## config.mk

```make
export PLATFORM = sky130hd
export DESIGN_NAME = hazard_controller
export DESIGN_NICKNAME = d
export VERILOG_FILES = /design/src/rtl/hazard_controller.sv
export SDC_FILE = /design/constraint.sdc
export NUM_CORES = 1
export LEC_CHECK = 0
export CAP_MARGIN = 20
export CORE_MARGIN = 3
export CORE_UTILIZATION = 54
export CTS_CLUSTER_DIAMETER = 200
export DETAILED_ROUTE_END_ITERATION = 16
export PLACE_DENSITY = 0.95
export SYNTH_ARGS = -nofsm -noshare
export SYNTH_HDL_FRONTEND = slang
export SYNTH_SLANG_ARGS = --single-unit
```

## constraint.sdc

```tcl
create_clock -name CLK -period 3.6 [get_ports CLK]
set_clock_uncertainty 0.05 [all_clocks]
set_input_delay 0.72 -clock CLK [delete_from_list [all_inputs] [get_ports CLK]]
set_output_delay 0.72 -clock CLK [all_outputs]
set_load 0.01 [all_outputs]
```

## src/rtl/hazard_controller.sv

```systemverilog
// Hazard controller for the 5-stage RV32i pipeline.
// Generates the hold/flush controls for the pipeline registers from three
// hazard sources: data-memory wait, Execute-stage mispredict, and load-use.
// A two-state FSM tracks outstanding memory accesses and enforces a timeout.
// Saturating counters record stall cycles and mispredict flushes.
//
//  state    | meaning
//  ---------+--------------------------------------------------------------
//  RUN      | no outstanding memory access; normal hazard handling
//  MEM_WAIT | memory access pending; whole pipeline frozen until ready/timeout
module hazard_controller #(
    parameter int MEM_TIMEOUT = 255,
    parameter int CNT_W       = 32
) (
    input  logic             CLK,
    input  logic             RST,
    input  logic [4:0]       RS1_D,
    input  logic [4:0]       RS2_D,
    input  logic [4:0]       RD_E,
    input  logic             REG_W_En_E,
    input  logic [1:0]       Result_Src_Sel_E,
    input  logic             Valid_E,
    input  logic             Mispredict_E,
    input  logic             MEM_Req_M,
    input  logic             MEM_Ready_M,
    output logic             Stall_F,
    output logic             Stall_D,
    output logic             Stall_E,
    output logic             Stall_M,
    output logic             Flush_D,
    output logic             Flush_E,
    output logic             Flush_W,
    output logic             Mem_Fault,
    output logic [CNT_W-1:0] Stall_Cycles,
    output logic [CNT_W-1:0] Flush_Events
);

    // The wait counter must be able to hold MEM_TIMEOUT-1 even for MEM_TIMEOUT=1.
    localparam int WAIT_W = (MEM_TIMEOUT < 2) ? 1 : $clog2(MEM_TIMEOUT + 1);

    typedef enum logic {
        RUN      = 1'b0,
        MEM_WAIT = 1'b1
    } state_t;

    state_t              r_state;
    logic [WAIT_W-1:0]   r_wait_cnt;
    logic                r_mem_fault;
    logic [CNT_W-1:0]    r_stall_cycles;
    logic [CNT_W-1:0]    r_flush_events;

    logic                w_mem_stall;
    logic                w_mispredict;
    logic                w_load_use;
    logic                w_stall_f;
    logic                w_stall_d;
    logic                w_stall_e;
    logic                w_stall_m;
    logic                w_flush_d;
    logic                w_flush_e;
    logic                w_flush_w;
    logic                w_mp_flush;

    // Raw hazard conditions, before priority is applied.
    always_comb begin
        w_mem_stall  = (r_state == RUN)      ? (MEM_Req_M && !MEM_Ready_M)
                                             : !MEM_Ready_M;
        w_mispredict = Mispredict_E && Valid_E;
        w_load_use   = REG_W_En_E && (Result_Src_Sel_E == 2'b01) &&
                       (RD_E != 5'd0) && ((RD_E == RS1_D) || (RD_E == RS2_D));
    end

    // Prioritised stall/flush decode: reset > memory wait > mispredict > load-use.
    always_comb begin
        w_stall_f  = 1'b0;
        w_stall_d  = 1'b0;
        w_stall_e  = 1'b0;
        w_stall_m  = 1'b0;
        w_flush_d  = 1'b0;
        w_flush_e  = 1'b0;
        w_flush_w  = 1'b0;
        w_mp_flush = 1'b0;
        if (RST) begin
            w_flush_d = 1'b1;
            w_flush_e = 1'b1;
            w_flush_w = 1'b1;
        end else if (w_mem_stall) begin
            w_stall_f = 1'b1;
            w_stall_d = 1'b1;
            w_stall_e = 1'b1;
            w_stall_m = 1'b1;
            w_flush_w = 1'b1;
        end else if (w_mispredict) begin
            // Fetch must not be held so the redirect target is taken.
            w_flush_d  = 1'b1;
            w_flush_e  = 1'b1;
            w_mp_flush = 1'b1;
        end else if (w_load_use) begin
            w_stall_f = 1'b1;
            w_stall_d = 1'b1;
            w_flush_e = 1'b1;
        end
    end

    // Memory-wait FSM with timeout and sticky fault flag.
    always_ff @(posedge CLK) begin
        if (RST) begin
            r_state     <= RUN;
            r_wait_cnt  <= '0;
            r_mem_fault <= 1'b0;
        end else begin
            case (r_state)
                RUN: begin
                    r_wait_cnt <= '0;
                    if (MEM_Req_M && !MEM_Ready_M) begin
                        r_state <= MEM_WAIT;
                    end
                end
                MEM_WAIT: begin
                    if (MEM_Ready_M) begin
                        r_state    <= RUN;
                        r_wait_cnt <= '0;
                    end else if (r_wait_cnt == WAIT_W'(MEM_TIMEOUT - 1)) begin
                        // This wait cycle brings the count to MEM_TIMEOUT.
                        r_state     <= RUN;
                        r_wait_cnt  <= '0;
                        r_mem_fault <= 1'b1;
                    end else begin
                        r_wait_cnt <= r_wait_cnt + WAIT_W'(1);
                    end
                end
                default: begin
                    r_state    <= RUN;
                    r_wait_cnt <= '0;
                end
            endcase
        end
    end

    // Saturating performance counters.
    always_ff @(posedge CLK) begin
        if (RST) begin
            r_stall_cycles <= '0;
            r_flush_events <= '0;
        end else begin
            if (w_stall_f && (r_stall_cycles != '1)) begin
                r_stall_cycles <= r_stall_cycles + CNT_W'(1);
            end
            if (w_mp_flush && (r_flush_events != '1)) begin
                r_flush_events <= r_flush_events + CNT_W'(1);
            end
        end
    end

    assign Stall_F      = w_stall_f;
    assign Stall_D      = w_stall_d;
    assign Stall_E      = w_stall_e;
    assign Stall_M      = w_stall_m;
    assign Flush_D      = w_flush_d;
    assign Flush_E      = w_flush_e;
    assign Flush_W      = w_flush_w;
    assign Mem_Fault    = r_mem_fault;
    assign Stall_Cycles = r_stall_cycles;
    assign Flush_Events = r_flush_events;

endmodule

```

==> metrics.txt <==
initial antenna violation count 0; outcome completed; Vias/cell 5.87; data arrival time of the critical path 2.67 ns; RSZ-0062 raised after global routing false; CTS max path bufs 2; CP Class input pin to output pin; Final Wtd Congestion 0.884; FILL cells 532; Mapped Avg Cell Area 8.44 sq um; Syn Std Cell Area 3900 sq um; WL per Instance 15.6 um; total of max-cap violations 0; Initial Utilization 0.565; commonest non-fill, non-tap cell in the layout clkdlybuf4s50_1; CP cell instances clkdlybuf4s50_1, o21bai_1, a21oi_1, o21a_1, o21ai_2, inv_1, clkdlybuf4s50_1; TritonRoute pass-1 iters 5; Ports 96; total global routing overflow 0; hpwl dp 7440 um; fin crit share 0.956; Rel. slew slack 0.450; number of stages on the worst setup path 7; power density over the cells 309 nW/um^2; Post-Syn Instances 462; clock slew at reported path FFs 0.07 ns; DRC viols 0; Clock Sinks 74; CP max FO 6; H-tree depth 3; Worst setup SP type input pin; largest net degree at the start of global routing 44; nets 583; Final Max Tran Viols 0; CP Data Required Time 2.83 ns; syn nets 490; post_cts resized 0; die area 8280 sq um; 1st-iter DRT viols 274; row cnt 30; number of storage elements in the synthesis netlist 74; die span in y 91.0 um; overall routed net length 10200 um; Tot GR Track Use 0.246; antenna-violating nets left 0; Finish-stage setup viols 0; Hold Crit Class flip-flop to flip-flop; Core Area 6910 sq um; DR vias 3848; Main synth FF type dfxtp_1; Max Clk Rate 291 MHz; Hold Path Stages 2; vias in the first global route 3722; Slew @ Worst Pin 0.818 ns; static leakage 1.63 nW; cell mode on critical path clkdlybuf4s50_1; WP buf/inv 3; Worst VDD drop 0.000238 V; fraction of registers with async set/reset 0; TritonCTS clock tree built; Root Buffer clkbuf_8; Clock Latency Late Sink 0.35 ns; CP peak stage delay 0.55 ns; setup_tns 0 ns; commonest non-fill, non-tap cells in the layout clkdlybuf4s50_1, dfxtp_1, nor2_1, nand2_1, nand3_1; antenna cells 0; slowest library cell on the worst path clkdlybuf4s50_1; first-pass GRT wire length 17100 um; Hold Vio Cnt, Final 0; post-synthesis sequential area ratio 0.380; Die W 91.0 um; CP delay by family, top buffers and inverters; Post-synth EDFFs 0; Reg area 1480 sq um; hold_buf cts 0; footprint of the multi-input gates 2230 sq um; CTS buffer count 9; r2r worst-path depth 7; YS warnings 0; Post CTS Setup Buffer Count 0; clock period minus worst slack 3.44 ns; CP endpoint kind output pin; Pwr Total 1.56 mW; number of buffers added on ports 95; share of cells above drive strength 1 0.102; synth unique cells 53; Layout area overhead 29.8%
## per-layer routing
layer	part of all wire	GRT usage	up-vias	wire, um
met5	0	0	-	0
met1	0.40	0.277	1831	4060
met3	0.055	0.0456	26	561
li1	-	-	1860	-
met4	0.028	0.0980	0	289
met2	0.52	0.454	131	5300
## layout make-up
type	instances	area share
repair buffers	102	0.197
clock inverters	5	0.0109
clock buffers	10	0.0272
flip-flops and latches	74	0.293
well taps	96	0.0237
multi-input cells	357	0.440
inverters	11	0.00815
## flip-flops by register name, summed over array words and instances (netlist names)
signal / cells
Flush_Events: 32
Mem_Fault: 1
Stall_Cycles: 32
r_state: 1
r_wait_cnt: 8
## worst min-delay path: cells and delay by family (launching register included)
family | cells | cell delay, ns
DFF | 1 | 0.33
and+or+nand+nor | 1 | 0.07
AOI/OAI and AO/OA | 1 | 0.05
## final timing paths
kind	start	to	slack (ns)
max	MEM_Ready_M	Stall_F	0.16
max reg2reg	Stall_Cycles[11]	Stall_Cycles[6]	0.67
min reg2reg	Mem_Fault	Mem_Fault	0.44
min	Mem_Fault	Mem_Fault	0.44
## cells in the mapped netlist, types with 8 or more instances
cell type	number	area, sq um
dfxtp_1	74	1480
nor2_1	53	199
nand2_1	38	143
nand3_1	34	170
xnor2_1	26	228
nand4_1	19	119
a21oi_1	16	80.1
xor2_1	16	140
nor3_1	15	75.1
or3_1	13	81.3
o21ai_0	12	60.1
inv_1	11	41.3
and3_1	10	62.6
clkbuf_1	10	37.5
nor4_1	10	62.6
or4_2	8	70.1
## cell families (layout without fill, tap and decap cells)
logic type,after synthesis,in the layout,share of synthesized area
compound gates,69,69,0.119
simple gates,234,234,0.321
xor+xnor,42,42,0.0943
buf+inv,31,128,0.0497
mux,8,8,0.0228
fa+ha+maj,4,4,0.0128
flops,74,74,0.380
## metrics by stage
step / util / hold WS [ns] / cell area [sq um] / std cells / worst slack [ns]
floorplan: - / 0.403 / 3900 / 462 / 0.599
global route: 0.733 / 0.470 / 5060 / 655 / 0.0244
CTS: 0.733 / 0.441 / 5060 / 655 / 0.158
global placement: 0.705 / 0.407 / 4870 / 640 / 0.237
finish: 0.733 / 0.437 / 5060 / 655 / 0.158
detailed placement: 0.705 / 0.429 / 4870 / 640 / 0.166
## power breakdown
group	total (mW)	internal, mW	switching, mW
clock	0.644	0.333	0.312
sequential	0.823	0.820	0.00319
combinational	0.0950	0.0482	0.0468
total	1.56	1.20	0.362
(Power assumes the default switching activity.)
